$ cat src/rtl/Thor2022_pkg.sv
// Shared types and helpers for the Thor2022 memory dispatch path.
package Thor2022_pkg;

    localparam int unsigned ADR_W = 32;
    localparam int unsigned DAT_W = 64;
    localparam int unsigned TAG_W = 8;

    localparam logic [2:0] SZ_BYT   = 3'd0;
    localparam logic [2:0] SZ_WYDE  = 3'd1;
    localparam logic [2:0] SZ_TETRA = 3'd2;
    localparam logic [2:0] SZ_OCTA  = 3'd3;

    typedef enum logic [3:0] {
        MR_NOP   = 4'd0,
        MR_LOAD  = 4'd1,
        MR_LOADZ = 4'd2,
        MR_STORE = 4'd3
    } MemoryFunc;

    typedef struct packed {
        logic [TAG_W-1:0] tag;
        MemoryFunc        func;
        logic [2:0]       sz;
        logic [ADR_W-1:0] adr;
        logic [DAT_W-1:0] dat;
    } MemoryRequest;

    typedef enum logic [1:0] {
        IDLE  = 2'd0,
        BEAT0 = 2'd1,
        BEAT1 = 2'd2,
        RESP  = 2'd3
    } MemDispatchState;

    // Byte-lane select for an access size, lane 0 aligned; unknown sizes act as octa.
    function automatic logic [7:0] fnSel(input logic [2:0] sz);
        case (sz)
            SZ_BYT:   return 8'h01;
            SZ_WYDE:  return 8'h03;
            SZ_TETRA: return 8'h0F;
            default:  return 8'hFF;
        endcase
    endfunction

endpackage

$ cat src/rtl/thor2022_load_align.sv
// Aligns, masks and extends load data from a two-beat read window.
module thor2022_load_align
    import Thor2022_pkg::*;
(
    input  logic [255:0] rd,
    input  logic [3:0]   off,
    input  logic [2:0]   sz,
    input  MemoryFunc    func,
    input  logic [63:0]  dat_in,
    output logic [63:0]  dat_c
);

    logic [63:0] raw;
    logic [63:0] mask;
    logic [7:0]  sel;
    logic        sign;

    assign raw = 64'(rd >> {off, 3'b000});
    assign sel = fnSel(sz);

    // Expand lane selects to a bit mask and pick the top data bit of the access.
    always_comb begin
        mask = '0;
        for (int i = 0; i < 8; i++) begin
            mask[8*i +: 8] = {8{sel[i]}};
        end
        case (sz)
            SZ_BYT:   sign = raw[7];
            SZ_WYDE:  sign = raw[15];
            SZ_TETRA: sign = raw[31];
            default:  sign = raw[63];
        endcase
    end

    // Sign-extend, zero-extend, or pass the request data through.
    always_comb begin
        case (func)
            MR_LOAD:  dat_c = (raw & mask) | ({64{sign}} & ~mask);
            MR_LOADZ: dat_c = raw & mask;
            default:  dat_c = dat_in;
        endcase
    end

endmodule

$ cat src/rtl/thor2022_mem_dispatch.sv
// Pops memory requests and runs them as one or two aligned 16-byte bus beats.
module thor2022_mem_dispatch
    import Thor2022_pkg::*;
#(
    parameter int unsigned AWID = 32,
    parameter int unsigned TMO  = 255
) (
    input  logic              clk,
    input  logic              rst,
    input  logic              q_valid,
    input  MemoryRequest      q_req,
    output logic              q_rd,
    output logic              breq,
    input  logic              back,
    input  logic              berr,
    output logic              bwe,
    output logic [AWID-1:0]   badr,
    output logic [15:0]       bsel,
    output logic [127:0]      bdat_o,
    input  logic [127:0]      bdat_i,
    output logic              resp_valid,
    output MemoryRequest      resp,
    output logic              resp_err,
    input  logic              resp_ack
);

    MemDispatchState state_q, state_d;
    MemoryRequest    req_q, req_d, resp_q, resp_d;
    logic            q_rd_q, q_rd_d, breq_q, breq_d, bwe_q, bwe_d;
    logic            resp_valid_q, resp_valid_d, resp_err_q, resp_err_d;
    logic [AWID-1:0] badr_q, badr_d;
    logic [15:0]     bsel_q, bsel_d;
    logic [127:0]    bdat_q, bdat_d;
    logic [127:0]    rd0_q, rd0_d, rd1_q, rd1_d;
    logic [7:0]      cnt_q, cnt_d, cnt_inc;
    logic [31:0]     sel32;
    logic [255:0]    wdat;
    logic [63:0]     load_dat_c;
    logic            split;
    logic            done;

    assign sel32   = 32'(fnSel(req_q.sz)) << req_q.adr[3:0];
    assign split   = |sel32[31:16];
    assign wdat    = 256'(req_q.dat) << {req_q.adr[3:0], 3'b000};
    assign cnt_inc = (cnt_q == 8'hFF) ? cnt_q : cnt_q + 8'd1;

    // Capture read data on the completing edge of each beat.
    always_comb begin
        rd0_d = rd0_q;
        rd1_d = rd1_q;
        if (breq_q && back) begin
            if (state_q == BEAT0) rd0_d = bdat_i;
            else if (state_q == BEAT1) rd1_d = bdat_i;
        end
    end

    thor2022_load_align u_align (
        .rd     ({rd1_d, rd0_d}),
        .off    (req_q.adr[3:0]),
        .sz     (req_q.sz),
        .func   (req_q.func),
        .dat_in (req_q.dat),
        .dat_c  (load_dat_c)
    );

    // Next-state and output logic for pop, beats, timeout and response.
    always_comb begin
        state_d      = state_q;
        req_d        = req_q;
        q_rd_d       = 1'b0;
        breq_d       = breq_q;
        bwe_d        = bwe_q;
        badr_d       = badr_q;
        bsel_d       = bsel_q;
        bdat_d       = bdat_q;
        resp_valid_d = resp_valid_q;
        resp_d       = resp_q;
        resp_err_d   = resp_err_q;
        cnt_d        = cnt_q;
        done         = 1'b0;
        case (state_q)
            IDLE: begin
                if (q_valid) begin
                    q_rd_d  = 1'b1;
                    req_d   = q_req;
                    cnt_d   = '0;
                    state_d = BEAT0;
                end
            end
            BEAT0, BEAT1: begin
                if (!breq_q) begin
                    breq_d = 1'b1;
                    bwe_d  = (req_q.func == MR_STORE);
                    badr_d = {req_q.adr[AWID-1:4], 4'h0};
                    bsel_d = sel32[15:0];
                    bdat_d = wdat[127:0];
                end else if (back) begin
                    if (berr) begin
                        resp_err_d = 1'b1;
                        done       = 1'b1;
                    end else if (state_q == BEAT0 && split) begin
                        state_d = BEAT1;
                        badr_d  = badr_q + AWID'(16);
                        bsel_d  = sel32[31:16];
                        bdat_d  = wdat[255:128];
                        cnt_d   = '0;
                    end else begin
                        resp_err_d = 1'b0;
                        done       = 1'b1;
                    end
                end else begin
                    cnt_d = cnt_inc;
                    if (cnt_inc >= 8'(TMO)) begin
                        resp_err_d = 1'b1;
                        done       = 1'b1;
                    end
                end
                if (done) begin
                    state_d      = RESP;
                    breq_d       = 1'b0;
                    bwe_d        = 1'b0;
                    resp_valid_d = 1'b1;
                    resp_d       = req_q;
                    resp_d.dat   = load_dat_c;
                end
            end
            RESP: begin
                if (resp_ack) begin
                    resp_valid_d = 1'b0;
                    resp_err_d   = 1'b0;
                    state_d      = IDLE;
                end
            end
            default: state_d = IDLE;
        endcase
    end

    // State and output registers with synchronous reset.
    always_ff @(posedge clk) begin
        if (rst) begin
            state_q      <= IDLE;
            req_q        <= '0;
            q_rd_q       <= 1'b0;
            breq_q       <= 1'b0;
            bwe_q        <= 1'b0;
            badr_q       <= '0;
            bsel_q       <= '0;
            bdat_q       <= '0;
            resp_valid_q <= 1'b0;
            resp_q       <= '0;
            resp_err_q   <= 1'b0;
            cnt_q        <= '0;
            rd0_q        <= '0;
            rd1_q        <= '0;
        end else begin
            state_q      <= state_d;
            req_q        <= req_d;
            q_rd_q       <= q_rd_d;
            breq_q       <= breq_d;
            bwe_q        <= bwe_d;
            badr_q       <= badr_d;
            bsel_q       <= bsel_d;
            bdat_q       <= bdat_d;
            resp_valid_q <= resp_valid_d;
            resp_q       <= resp_d;
            resp_err_q   <= resp_err_d;
            cnt_q        <= cnt_d;
            rd0_q        <= rd0_d;
            rd1_q        <= rd1_d;
        end
    end

    assign q_rd       = q_rd_q;
    assign breq       = breq_q;
    assign bwe        = bwe_q;
    assign badr       = badr_q;
    assign bsel       = bsel_q;
    assign bdat_o     = bdat_q;
    assign resp_valid = resp_valid_q;
    assign resp       = resp_q;
    assign resp_err   = resp_err_q;

endmodule

$ cat config.mk
export PLATFORM = sky130hd
export DESIGN_NAME = thor2022_mem_dispatch
export DESIGN_NICKNAME = d
export VERILOG_FILES = /design/src/rtl/Thor2022_pkg.sv /design/src/rtl/thor2022_load_align.sv /design/src/rtl/thor2022_mem_dispatch.sv
export SDC_FILE = /design/constraint.sdc
export NUM_CORES = 2
export LEC_CHECK = 0
export ABC_AREA = 1
export BUFFER_PORTS_ARGS = -buffer_cell sky130_fd_sc_hd__buf_2
export CAP_MARGIN = 15
export CORE_ASPECT_RATIO = 0.7
export CORE_MARGIN = 3
export CORE_UTILIZATION = 46
export DETAILED_ROUTE_END_ITERATION = 12
export PLACE_DENSITY = 0.7
export SLEW_MARGIN = 30
export SYNTH_ARGS = -nofsm -noshare
export SYNTH_HDL_FRONTEND = slang
export SYNTH_SLANG_ARGS = --single-unit
$ cat constraint.sdc
create_clock -name clk -period 2.3 [get_ports clk]
set_clock_uncertainty 0.2 [all_clocks]
set_input_delay 0.23 -clock clk [delete_from_list [all_inputs] [get_ports clk]]
set_output_delay 0.23 -clock clk [all_outputs]
set_load 0.05 [all_outputs]
==> metrics.md <==
| Metric | Value |
|---|---|
| Total core area | 0.06837 mm² |
| Yosys warning count | 0 |
| Worst-Margin Slew | 0.8647 ns |
| IO Port Bufs | 532 |
| Mean Syn Cell Area | 6.428 µm² |
| Initial antenna violation count | 8 |
| Syn Std Cell Area | 0.03185 mm² |
| Hold Startpoint | back |
| Largest net degree at the start of global routing | about 140 |
| Max-slew violations | 0 |
| Post-synth top cells | 1288 x nand2_1, 643 x o21ai_0, 593 x dfxtp_1 |
| Switching share of power | 0.4811 |
| Total routed wirelength | approximately 160000 µm |
| Sequential power share | 0.254 |
| RSZ-0062 raised after global routing | yes |
| Row Count | 80 |
| Crit Path Max Fanout | 7 |
| Die height | 226.2 µm |
| Die width | 320.5 µm |
| Ratio of final minimum period to clock period | 1.260 |
| Top-count cell post-synth | nand2_1 |
| Final Cell Area | 0.04724 mm² |
| Cell Chain, Critical Path | inv_2, ha_4, inv_4, nor2_4, buf_12, buf_12, buf_12, buf_12, o21ai_2, buf_4, nand2_2, o21ai_2, nand2_1, o21ai_1, o211ai_1, nand2_1, nand2_1, nand3_1, a21oi_1 |
| Logic pwr share | 0.548 |
| DRT antenna net count | 0 |
| Clock Power Share | 0.198 |
| Drt pass-1 iters | 7 |
| Placed insts | 6660 |
| CP delay by family, top | buffers and inverters |
| Most common cell on crit path | buf_12 |
| Worst path arrival time | 3.29 ns |
| Mapped Cells | approximately 5000 |
| NetSw | 25.86 mW |
| P_int | about 28 mW |
| CTS Sinks | around 590 |
| CTS tree | done |
| Final worst slack | -0.5981 ns |
| R2R Path Start | state_q[1]$_SDFFE_PP0P_ |
| Yosys top cell area share | 0.3727 |
| CP Capture Type | flip-flop |
| Storage element area | around 0.012 mm² |
| Min Tclk post-route | 2.898 ns |
| Violated checks | setup timing |
| Critical path's slowest cell | dfxtp_2 |
| EDFF count, synth | 0 |
| P per Cell Area | between 1000 and 1500 mW/mm² |
| Total GRT Usage | 0.4210 |
| Max H-tree Level | 2 |
| Post-DR vias/cell | 5.815 |
| Rel. slew slack | 0.4174 |
| Hpwl dp | 117100 µm |
| Synth unique cells | 52 |
| Cell taking the most area after synthesis | dfxtp_1 |
| Area growth, synth to finish | 48.32% |
| Status | finished, violations left |
| Drc violations | 0 |
| Fill cells | 5671 |
| CTS Buf Count | 59 |
| Crit Path Category | reg2reg |
| Leakage power | between 20 and 25 nW |
| Startpoint Class | flip-flop |
| Final Hold Viols | 0 |
| Reg2reg end | resp[3]$_SDFFE_PP0P_ |
| Worst skew pair latency | 0.68 ns |
| Critical path buffers and inverters | 7 |
| Iteration-0 DRC Markers | 6800 |
| Required @ worst endpoint | 2.70 ns |
| Sequential share of the synthesized area | 0.3727 |
| Final Core Density | 0.6910 |
| Setup Viol. Count Final | 289 |
| WHS Endpoint | rd0_q[7]$_SDFF_PP0_ |
| WL/cell | 22.96 µm |
| Vias | 41270 |
| Final cell count without fillers | just over 7000 |
| Clock Path Buffers | 3 |
| Crit-path max cell delay | 0.32 ns |
| Max Fclk | approximately 350 MHz |
| Hold Crit Depth | 5 |
| Fin nets | approximately 6400 |
| Async SR Flop Fraction | 0 |
| Total I/O pin count | 537 |
| Total gr overflow | 0 |
| First-pass GRT wire length | 232000 µm |
| Area of the multi-input gates | 0.01838 mm² |
| Root buffer cell | clkbuf_16 |
| Area contributors post-synth | dfxtp_1 37%, nand2_1 15%, o21ai_0 10% |
| Clock slew at reported path FFs | 0.07 ns |
| Cell Area, Placed | 0.03990 mm² |
| Max Cap Violations | 0 |
| Worst R2R Path Depth | 19 |
| Initial core utilization | 0.4659 |
| Peak supply drop | 789.4 µV |
| GPL Wtd Cong | 1.065 |
| HP Class | in2reg |
| Flops & latches, synth | between 500 and 600 |
| Dpl ws | -0.6496 ns |
| Die area | 0.07248 mm² |
| Vias in the first global route | 36530 |
| Most used DFF post-synth | dfxtp_1 |
| R2r setup slk | -0.60 ns |
| Share of cells above drive strength 1 | 0.2916 |
power groups by stage:
stage | Combinational [mW] | Sequential, mW | Clock, mW
6_report | 29.5 | 13.6 | 10.7
5_1_grt | 30.8 | 13.8 | 11.0
4_1_cts | 27.3 | 13.5 | 10.6
3_5_place_dp | 25.9 | 13.7 | 0
3_3_place_gp | 25.8 | 13.7 | 0
2_1_floorplan | 11.0 | 17.5 | 0
how the worst max path moves through the flow:
stage / start / endpoint / slack [ns] / cells after the start
global placement: state_q[1]$_SDFFE_PP0P_ / resp[21]$_SDFFE_PP0P_ / -0.59 / 13
global route: state_q[1]$_SDFFE_PP0P_ / resp[8]$_SDFFE_PP0P_ / -0.66 / 18
finish: state_q[1]$_SDFFE_PP0P_ / resp[3]$_SDFFE_PP0P_ / -0.60 / 19
CTS: state_q[1]$_SDFFE_PP0P_ / resp[3]$_SDFFE_PP0P_ / -0.46 / 19
detailed placement: state_q[1]$_SDFFE_PP0P_ / resp[18]$_SDFFE_PP0P_ / -0.65 / 16
floorplan: state_q[1]$_SDFFE_PP0P_ / resp[37]$_SDFFE_PP0P_ / -0.08 / 21
sequential cells by signal, indices dropped and copies added (netlist names), 2 cells and up:
signal / count
badr: 28
bdat_o: 128
bsel: 16
cnt_q: 8
rd0_q: 128
rd1_q: 56
req_q: 111
resp: 111
state_q: 2
tightest hold or removal path: stages:
cell     delay (ns)
buf_2          0.12
buf_4          0.14
buf_4          0.16
nand4_1        0.11
a21oi_1        0.06
logic make-up after synthesis:
group                      after synthesis  synth area share
and+or+nand+nor                       2098            0.2635
AOI/OAI and AO/OA                     1402            0.2409
buffers and inverters                  797            0.1032
DFF                                    593            0.3727
muxes                                   30          0.009428
xor gates and xnor gates                28          0.007700
adders and majority gates                6          0.002357
other                                    1         0.0001177
cell type report:
class	count	share of cell area
well taps	902	0.02389
clock buffers	80	0.03528
clock inverters	30	0.008449
inverters	405	0.03308
repair buffers	1515	0.2576
flip-flops and latches	593	0.2522
multi-input cells	3568	0.3892
diodes	5	0.0002649
repair_timing:
| action | in CTS | in global routing |
|---|---|---|
| hold endpoints to repair | 319 | 0 |
| hold buffers | 261 | 0 |
| setup endpoints to repair | 296 | 311 |
| gates cloned | 9 | 8 |
| gates resized for setup | 292 | 297 |
| pin swaps | 51 | 92 |
| setup buffers | 17 | 30 |
per-stage QoR:
step	power [mW]	setup TNS, ns	hold WS (ns)
after CTS	51.43	-47.75	0.002075
after detailed placement	39.60	-77.51	0.2480
after global placement	39.46	-71.93	0.2441
after floorplan	28.48	-2.750	0.1729
after global routing	55.59	-108.81	0.06009
final	53.75	-68.63	0.02327
cell usage in the layout, fill, tap and decap left out, types with 121 or more instances in the layout:
cell type / netlist / layout
inv_1: 390 / 362
o21ai_0: 643 / 427
buf_4: 27 / 594
o21ai_2: 6 / 121
o21ai_1: 128 / 211
buf_2: 84 / 531
a21oi_1: 308 / 275
nand2_1: 1288 / 1212
dfxtp_1: 593 / 576
nor2_1: 506 / 496
dlygate4sd3_1: 0 / 261
nand3_1: 209 / 159
per-layer routing:
| layer | up-vias | global-route usage | part of all wire |
|---|---|---|---|
| li1 | 18660 | - | - |
| met1 | 19100 | 0.5915 | 0.40 |
| met2 | 3057 | 0.5727 | 0.39 |
| met3 | 456 | 0.1856 | 0.17 |
| met4 | 8 | 0.1291 | 0.037 |
| met5 | - | 0 | 0.00029 |
Note: power is estimated with default switching activity, not from simulation.
